[config.mk]
export PLATFORM = sky130hd
export DESIGN_NAME = sa_output_aligner
export DESIGN_NICKNAME = d
export VERILOG_FILES = /design/src/rtl/accel_pkg.sv /design/src/rtl/sa_output_aligner_column_delay_line.sv /design/src/rtl/sa_output_aligner.sv
export SDC_FILE = /design/constraint.sdc
export NUM_CORES = 1
export LEC_CHECK = 0
export CORE_MARGIN = 8
export CORE_UTILIZATION = 55
export CTS_BUF_LIST = sky130_fd_sc_hd__clkbuf_2 sky130_fd_sc_hd__clkbuf_4 sky130_fd_sc_hd__clkbuf_8
export DETAILED_ROUTE_END_ITERATION = 12
export PLACE_DENSITY = 0.78
export RECOVER_POWER = 25
export SYNTH_ARGS = -nofsm -noshare
export SYNTH_HDL_FRONTEND = slang
export SYNTH_SLANG_ARGS = --single-unit
[constraint.sdc]
create_clock -name clk -period 38.5 [get_ports clk]
set_clock_uncertainty 0.2 [all_clocks]
set_input_delay 9.625 -clock clk [delete_from_list [all_inputs] [get_ports clk]]
set_output_delay 9.625 -clock clk [all_outputs]
set_load 0.03 [all_outputs]
[src/rtl/accel_pkg.sv]
// accel_pkg: shared sizing and requantization helpers for accelerator stages
package accel_pkg;
  function automatic int min_acc_width(input int dw, input int n);
    return 2 * dw + $clog2(n);
  endfunction
  // acc must arrive sign-extended to 64 bits; the result is already saturated to dw bits
  function automatic logic signed [63:0] requant(input logic signed [63:0] acc, input int dw, input int s);
    logic signed [64:0] t, q, hi, lo;
    t = 65'(acc) + (65'sd1 <<< (s - 1));
    q = t >>> s;
    hi = (65'sd1 <<< (dw - 1)) - 65'sd1;
    lo = -hi - 65'sd1;
    return (q > hi) ? hi[63:0] : (q < lo) ? lo[63:0] : q[63:0];
  endfunction
endpackage

[src/rtl/sa_output_aligner_column_delay_line.sv]
// column_delay_line: enabled shift register with sync reset; zero depth is a wire
module column_delay_line #(
  parameter int WIDTH = 1,
  parameter int DEPTH = 0
) (
  input  logic             clk,
  input  logic             rst,
  input  logic             en,
  input  logic [WIDTH-1:0] d,
  output logic [WIDTH-1:0] q
);
  if (DEPTH == 0) begin : g_wire
    logic unused;
    assign unused = ^{clk, rst, en};
    assign q = d;
  end else begin : g_sr
    logic [WIDTH-1:0] sr [DEPTH];
    always_ff @(posedge clk) begin
      if (rst) begin
        for (int i = 0; i < DEPTH; i++) sr[i] <= '0;
      end else if (en) begin
        sr[0] <= d;
        for (int i = 1; i < DEPTH; i++) sr[i] <= sr[i-1];
      end
    end
    assign q = sr[DEPTH-1];
  end
endmodule

[src/rtl/sa_output_aligner.sv]
// sa_output_aligner: de-skews systolic column outputs and requantizes each aligned row
module sa_output_aligner
  import accel_pkg::*;
#(
  parameter int DATA_WIDTH = 12,
  parameter int SA_LENGTH  = 8,
  parameter int S          = 7,
  parameter int ACC_WIDTH  = 28
) (
  input  logic                         clk,
  input  logic                         rst,
  input  logic                         en,
  input  logic signed [ACC_WIDTH-1:0]  acc_in    [SA_LENGTH],
  input  logic                         acc_valid [SA_LENGTH],
  output logic signed [DATA_WIDTH-1:0] out       [SA_LENGTH],
  output logic                         out_valid,
  output logic                         align_err
);
  logic [ACC_WIDTH:0] dl_q [SA_LENGTH];
  logic [SA_LENGTH-1:0] av;
  logic signed [DATA_WIDTH-1:0] qv [SA_LENGTH];
  logic all_v, mixed_v;
  if (ACC_WIDTH < min_acc_width(DATA_WIDTH, SA_LENGTH) || ACC_WIDTH > 63) begin : g_bad
    $error("sa_output_aligner: ACC_WIDTH out of range");
  end
  genvar j;
  for (j = 0; j < SA_LENGTH; j++) begin : g_col
    // earlier columns wait longer so every column of a row lands together
    column_delay_line #(.WIDTH(ACC_WIDTH + 1), .DEPTH(SA_LENGTH - 1 - j)) u_dl (
      .clk (clk),
      .rst (rst),
      .en  (en),
      .d   ({acc_valid[j], acc_in[j]}),
      .q   (dl_q[j])
    );
    assign av[j] = dl_q[j][ACC_WIDTH];
    assign qv[j] = DATA_WIDTH'(requant(64'(signed'(dl_q[j][ACC_WIDTH-1:0])), DATA_WIDTH, S));
  end
  assign all_v   = &av;
  assign mixed_v = |av && !all_v;
  always_ff @(posedge clk) begin
    if (rst) begin
      for (int i = 0; i < SA_LENGTH; i++) out[i] <= '0;
      out_valid <= 1'b0;
      align_err <= 1'b0;
    end else if (en) begin
      out_valid <= all_v;
      if (all_v) out <= qv;
      if (mixed_v) align_err <= 1'b1;
    end
  end
endmodule

==> flow_summary.json <==
{
  "drt_pass1_iterations": 6,
  "detail-route-antenna-nets": 0,
  "layoutNonFillerInstCount": 3565,
  "yosys_most_used_dff": "sky130_fd_sc_hd__edfxtp_1",
  "r2r_slack_ns": 34.56,
  "synthesized_area_per_cell_um2": 13.04,
  "grt_start_max_net_pins": 333,
  "post-route-cell-area_mm2": 0.03726,
  "final_setup_tns_ns": 0,
  "wire_length_of_the_first_global_routing_pass_um": 91010,
  "vdd.ir_drop.worst_mv": 0.02695,
  "post_cts_buffers": 0,
  "detailed_place.area_mm2": 0.03493,
  "dp_slack_ns": 24.08,
  "worst_skew_pair.late_latency_ns": 0.71,
  "post_route_cells_drive_above_1_share_pct": 8.414,
  "cell_count_after_synthesis": 2411,
  "arrival_ns": 22.59,
  "critPathMaxFanout": 202,
  "hpwl_um": 37690,
  "layout_area_growth_over_synthesis_pct": 18.51,
  "crit-reg2reg-launch": "g_col[5].u_dl.g_sr.sr[0][57]$_SDFFCE_PN0P_",
  "die_w_um": 255.1,
  "place_inst": 3348,
  "flops_latches_synth": 742,
  "maxCapViolCount": 6,
  "drc": 0,
  "async_flop_share_pct": 0,
  "yosysSeqAreaShare_pct": 67.75,
  "setup.worst_path.class": "input pin to register",
  "globalRoute.totalOverflow": 0,
  "failed_checks": "max-capacitance violations, max-slew violations",
  "leakage_nw": 13.91,
  "final_hold_slack_ns": 0.2632,
  "post-route-min-period_ns": 22.79,
  "post_cts.resized_instances": 0,
  "cts.reportedPaths.clkPinSlew_ns": 0.05,
  "drt-wirelength-per-cell_um": 16.12,
  "hold_viol_final": 0,
  "final.fill_count": 3998,
  "min-delay-path-class": "register to register",
  "max_slew_margin_pct": -545.9,
  "endpoint_kind": "register",
  "standard_cell_core_area_mm2": 0.05650,
  "globalRouteTotalUtil_pct": 17.22,
  "cts_sinks": 742,
  "power_density_normalized_to_cell_area_mw_per_mm2": 45.24,
  "unrepaired_setup_endpoints_after_global_routing": "no",
  "capturing_element_of_the_worst_setup_path": "g_col[1].u_dl.g_sr.sr[0][71]$_SDFFCE_PN0P_",
  "vias_in_the_first_global_route": 18500,
  "num_io_pins": 333,
  "initial_util_pct": 55.65,
  "gpl.final_weighted_congestion": 0.8960,
  "cts_inserted_buffers": 116,
  "dieHeight_um": 255.1,
  "synth_enable_flop_cells": 644,
  "nNetsFinal": 2953,
  "netlist_area_mm2": 0.03144,
  "critPathLaunch": "rst",
  "tritoncts": "yes",
  "htree_levels": 3,
  "io_buffers": 284,
  "finalSetupViolCount": 0,
  "status": "finished, violations left",
  "max_freq_ghz": 0.04387,
  "wl_um": 57450,
  "yosys_warnings": 0,
  "timing.final.crit_share_pct": 59.20,
  "rows": 87,
  "syn_nets": 2654,
  "route.detailed.vias_per_inst": 5.268,
  "grt_antenna_before_repair": 5,
  "worst_ep_required_time_ns": 38.30,
  "drtIter0Drc": 1600,
  "setup_slack_after_layout_ns": 15.71,
  "floorplan.die_area_mm2": 0.06507,
  "worst-r2r-cell-count": 8,
  "postCtsHoldBufs": 0,
  "rr_endpoint": "out[90]$_SDFFE_PP0P_",
  "detailroute.via_count": 18780,
  "yosys.cell_types.count": 74,
  "slew_violations": 578,
  "worst_pin_slew_ns": 9.689,
  "clk_root_buffer_cell": "sky130_fd_sc_hd__clkbuf_8",
  "cts_buffer_depth": 3,
  "crit_path_start_kind": "input pin"
}
stage by stage:
stage | util [%] | power [mW]
2_1_floorplan | - | 1.015
3_3_place_gp | 61.84 | 1.040
3_5_place_dp | 61.84 | 1.045
4_1_cts | 66.00 | 1.704
5_1_grt | 65.94 | 1.753
6_report | 65.95 | 1.685
state kept, by name, indices dropped and copies added, names as in the netlist:
| name | count |
|---|---|
| out | 96 |
| g_col.u_dl.g_sr.sr | 644 |
| out_valid | 1 |
| align_err | 1 |
power by group:
| part | switching [mW] | internal, mW | total (mW) |
|---|---|---|---|
| logic | 0.0427 | 0.0398 | 0.0824 |
| registers | 0.0203 | 0.929 | 0.949 |
| clock network | 0.295 | 0.359 | 0.654 |
| total | 0.358 | 1.33 | 1.69 |
Yosys cell counts (4+ instances only):
cell	n	share of area, %
sky130_fd_sc_hd__xor2_1	35	0.98
sky130_fd_sc_hd__edfxtp_1	644	62
sky130_fd_sc_hd__and4_1	13	0.36
sky130_fd_sc_hd__inv_1	13	0.16
sky130_fd_sc_hd__a31oi_1	7	0.14
sky130_fd_sc_hd__clkbuf_1	113	1.3
sky130_fd_sc_hd__o31ai_1	8	0.19
sky130_fd_sc_hd__or2_2	9	0.18
sky130_fd_sc_hd__nand3b_1	4	0.096
sky130_fd_sc_hd__a211oi_2	10	0.40
sky130_fd_sc_hd__o32ai_1	10	0.28
sky130_fd_sc_hd__or4_1	4	0.096
sky130_fd_sc_hd__nand2_2	10	0.20
sky130_fd_sc_hd__nor4_1	22	0.44
sky130_fd_sc_hd__dfxtp_1	98	6.2
sky130_fd_sc_hd__o21ai_1	4	0.064
sky130_fd_sc_hd__o41ai_1	4	0.11
sky130_fd_sc_hd__nand2b_1	37	0.74
sky130_fd_sc_hd__a311oi_1	4	0.11
sky130_fd_sc_hd__o21bai_1	13	0.31
sky130_fd_sc_hd__ha_1	8	0.32
sky130_fd_sc_hd__xnor2_1	60	1.7
sky130_fd_sc_hd__nor4b_1	6	0.17
sky130_fd_sc_hd__a211oi_1	58	1.4
sky130_fd_sc_hd__nor2_1	150	1.8
sky130_fd_sc_hd__o21ai_0	29	0.46
sky130_fd_sc_hd__o22a_1	12	0.33
sky130_fd_sc_hd__o22ai_1	4	0.080
sky130_fd_sc_hd__o211ai_1	6	0.14
sky130_fd_sc_hd__nand2_1	80	0.96
sky130_fd_sc_hd__nor3_1	35	0.56
sky130_fd_sc_hd__a21o_1	7	0.17
sky130_fd_sc_hd__or3_1	7	0.14
sky130_fd_sc_hd__and2_1	630	13
sky130_fd_sc_hd__nand4_1	42	0.84
sky130_fd_sc_hd__and3_1	33	0.66
sky130_fd_sc_hd__nor2b_1	29	0.58
sky130_fd_sc_hd__nand3_1	59	0.94
sky130_fd_sc_hd__a21oi_1	23	0.37
sky130_fd_sc_hd__a2111oi_0	5	0.14
sky130_fd_sc_hd__nor3b_1	5	0.12
sky130_fd_sc_hd__mux2i_1	5	0.16
placed cells by master (no fill, tap or decap), drive strengths merged, types with 12 or more instances in the layout:
cell type,count
a211oi,68
a21oi,23
and2,630
and3,33
and4,13
clkbuf,164
clkdlybuf4s50,184
clkinv,45
dfxtp,98
dlygate4sd3,99
edfxtp,644
inv,19
nand2,90
nand2b,37
nand3,60
nand4,42
nor2,150
nor2b,29
nor3,35
nor4,22
o21ai,33
o21bai,13
o22a,12
xnor2,60
xor2,35
worst max-delay path, cell delays in order:
cell                       delay, ns
sky130_fd_sc_hd__clkbuf_1       2.11
sky130_fd_sc_hd__or2_0          3.48
sky130_fd_sc_hd__clkbuf_1       6.98
logic make-up after synthesis:
family          Yosys count  share of synthesized area (%)
simple gates           1185                          21.65
compound gates          240                          5.731
mux                       8                         0.2667
fa+ha+maj                 8                         0.3184
xor+xnor                 95                          2.647
buf+inv                 133                          1.628
flops                   742                          67.75
layer usage:
metal  vias to the layer above  global-route usage, %  routed length [um]
li1                       9290                      -                   -
met1                      8784                  21.12               23660
met2                       580                  29.75               28580
met3                       125                  3.939                3638
met4                         0                  6.289                1581
met5                         -                      0                   0
how the worst min path moves through the flow:
| stage | start | slack (ns) | cells past startpoint | endpoint |
|---|---|---|---|---|
| after floorplan | g_col[0].u_dl.g_sr.sr[0][71]$_SDFFCE_PN0P_ | 0.30 | 1 | g_col[0].u_dl.g_sr.sr[0][100]$_SDFFCE_PN0P_ |
| after global placement | out[11]$_SDFFE_PP0P_ | 0.25 | 2 | out[11]$_SDFFE_PP0P_ |
| after detailed placement | out[35]$_SDFFE_PP0P_ | 0.26 | 2 | out[35]$_SDFFE_PP0P_ |
| after CTS | out[35]$_SDFFE_PP0P_ | 0.27 | 2 | out[35]$_SDFFE_PP0P_ |
| after global routing | out[11]$_SDFFE_PP0P_ | 0.28 | 2 | out[11]$_SDFFE_PP0P_ |
| final | out[11]$_SDFFE_PP0P_ | 0.26 | 2 | out[11]$_SDFFE_PP0P_ |
cell type report:
| class | instances | area, um2 | share of cell area, % |
|---|---|---|---|
| antenna | 4 | 10.01 | 0.02687 |
| timing repair buffer | 300 | 2950 | 7.919 |
| tap | 756 | 945.9 | 2.539 |
| clock inverter | 55 | 387.9 | 1.041 |
| multi-input combinational | 1536 | 9648 | 25.90 |
| inverter | 14 | 52.55 | 0.1410 |
| clock buffer | 158 | 1962 | 5.266 |
| sequential | 742 | 21300 | 57.17 |
No activity file was read; power rests on OpenSTA's default activity.
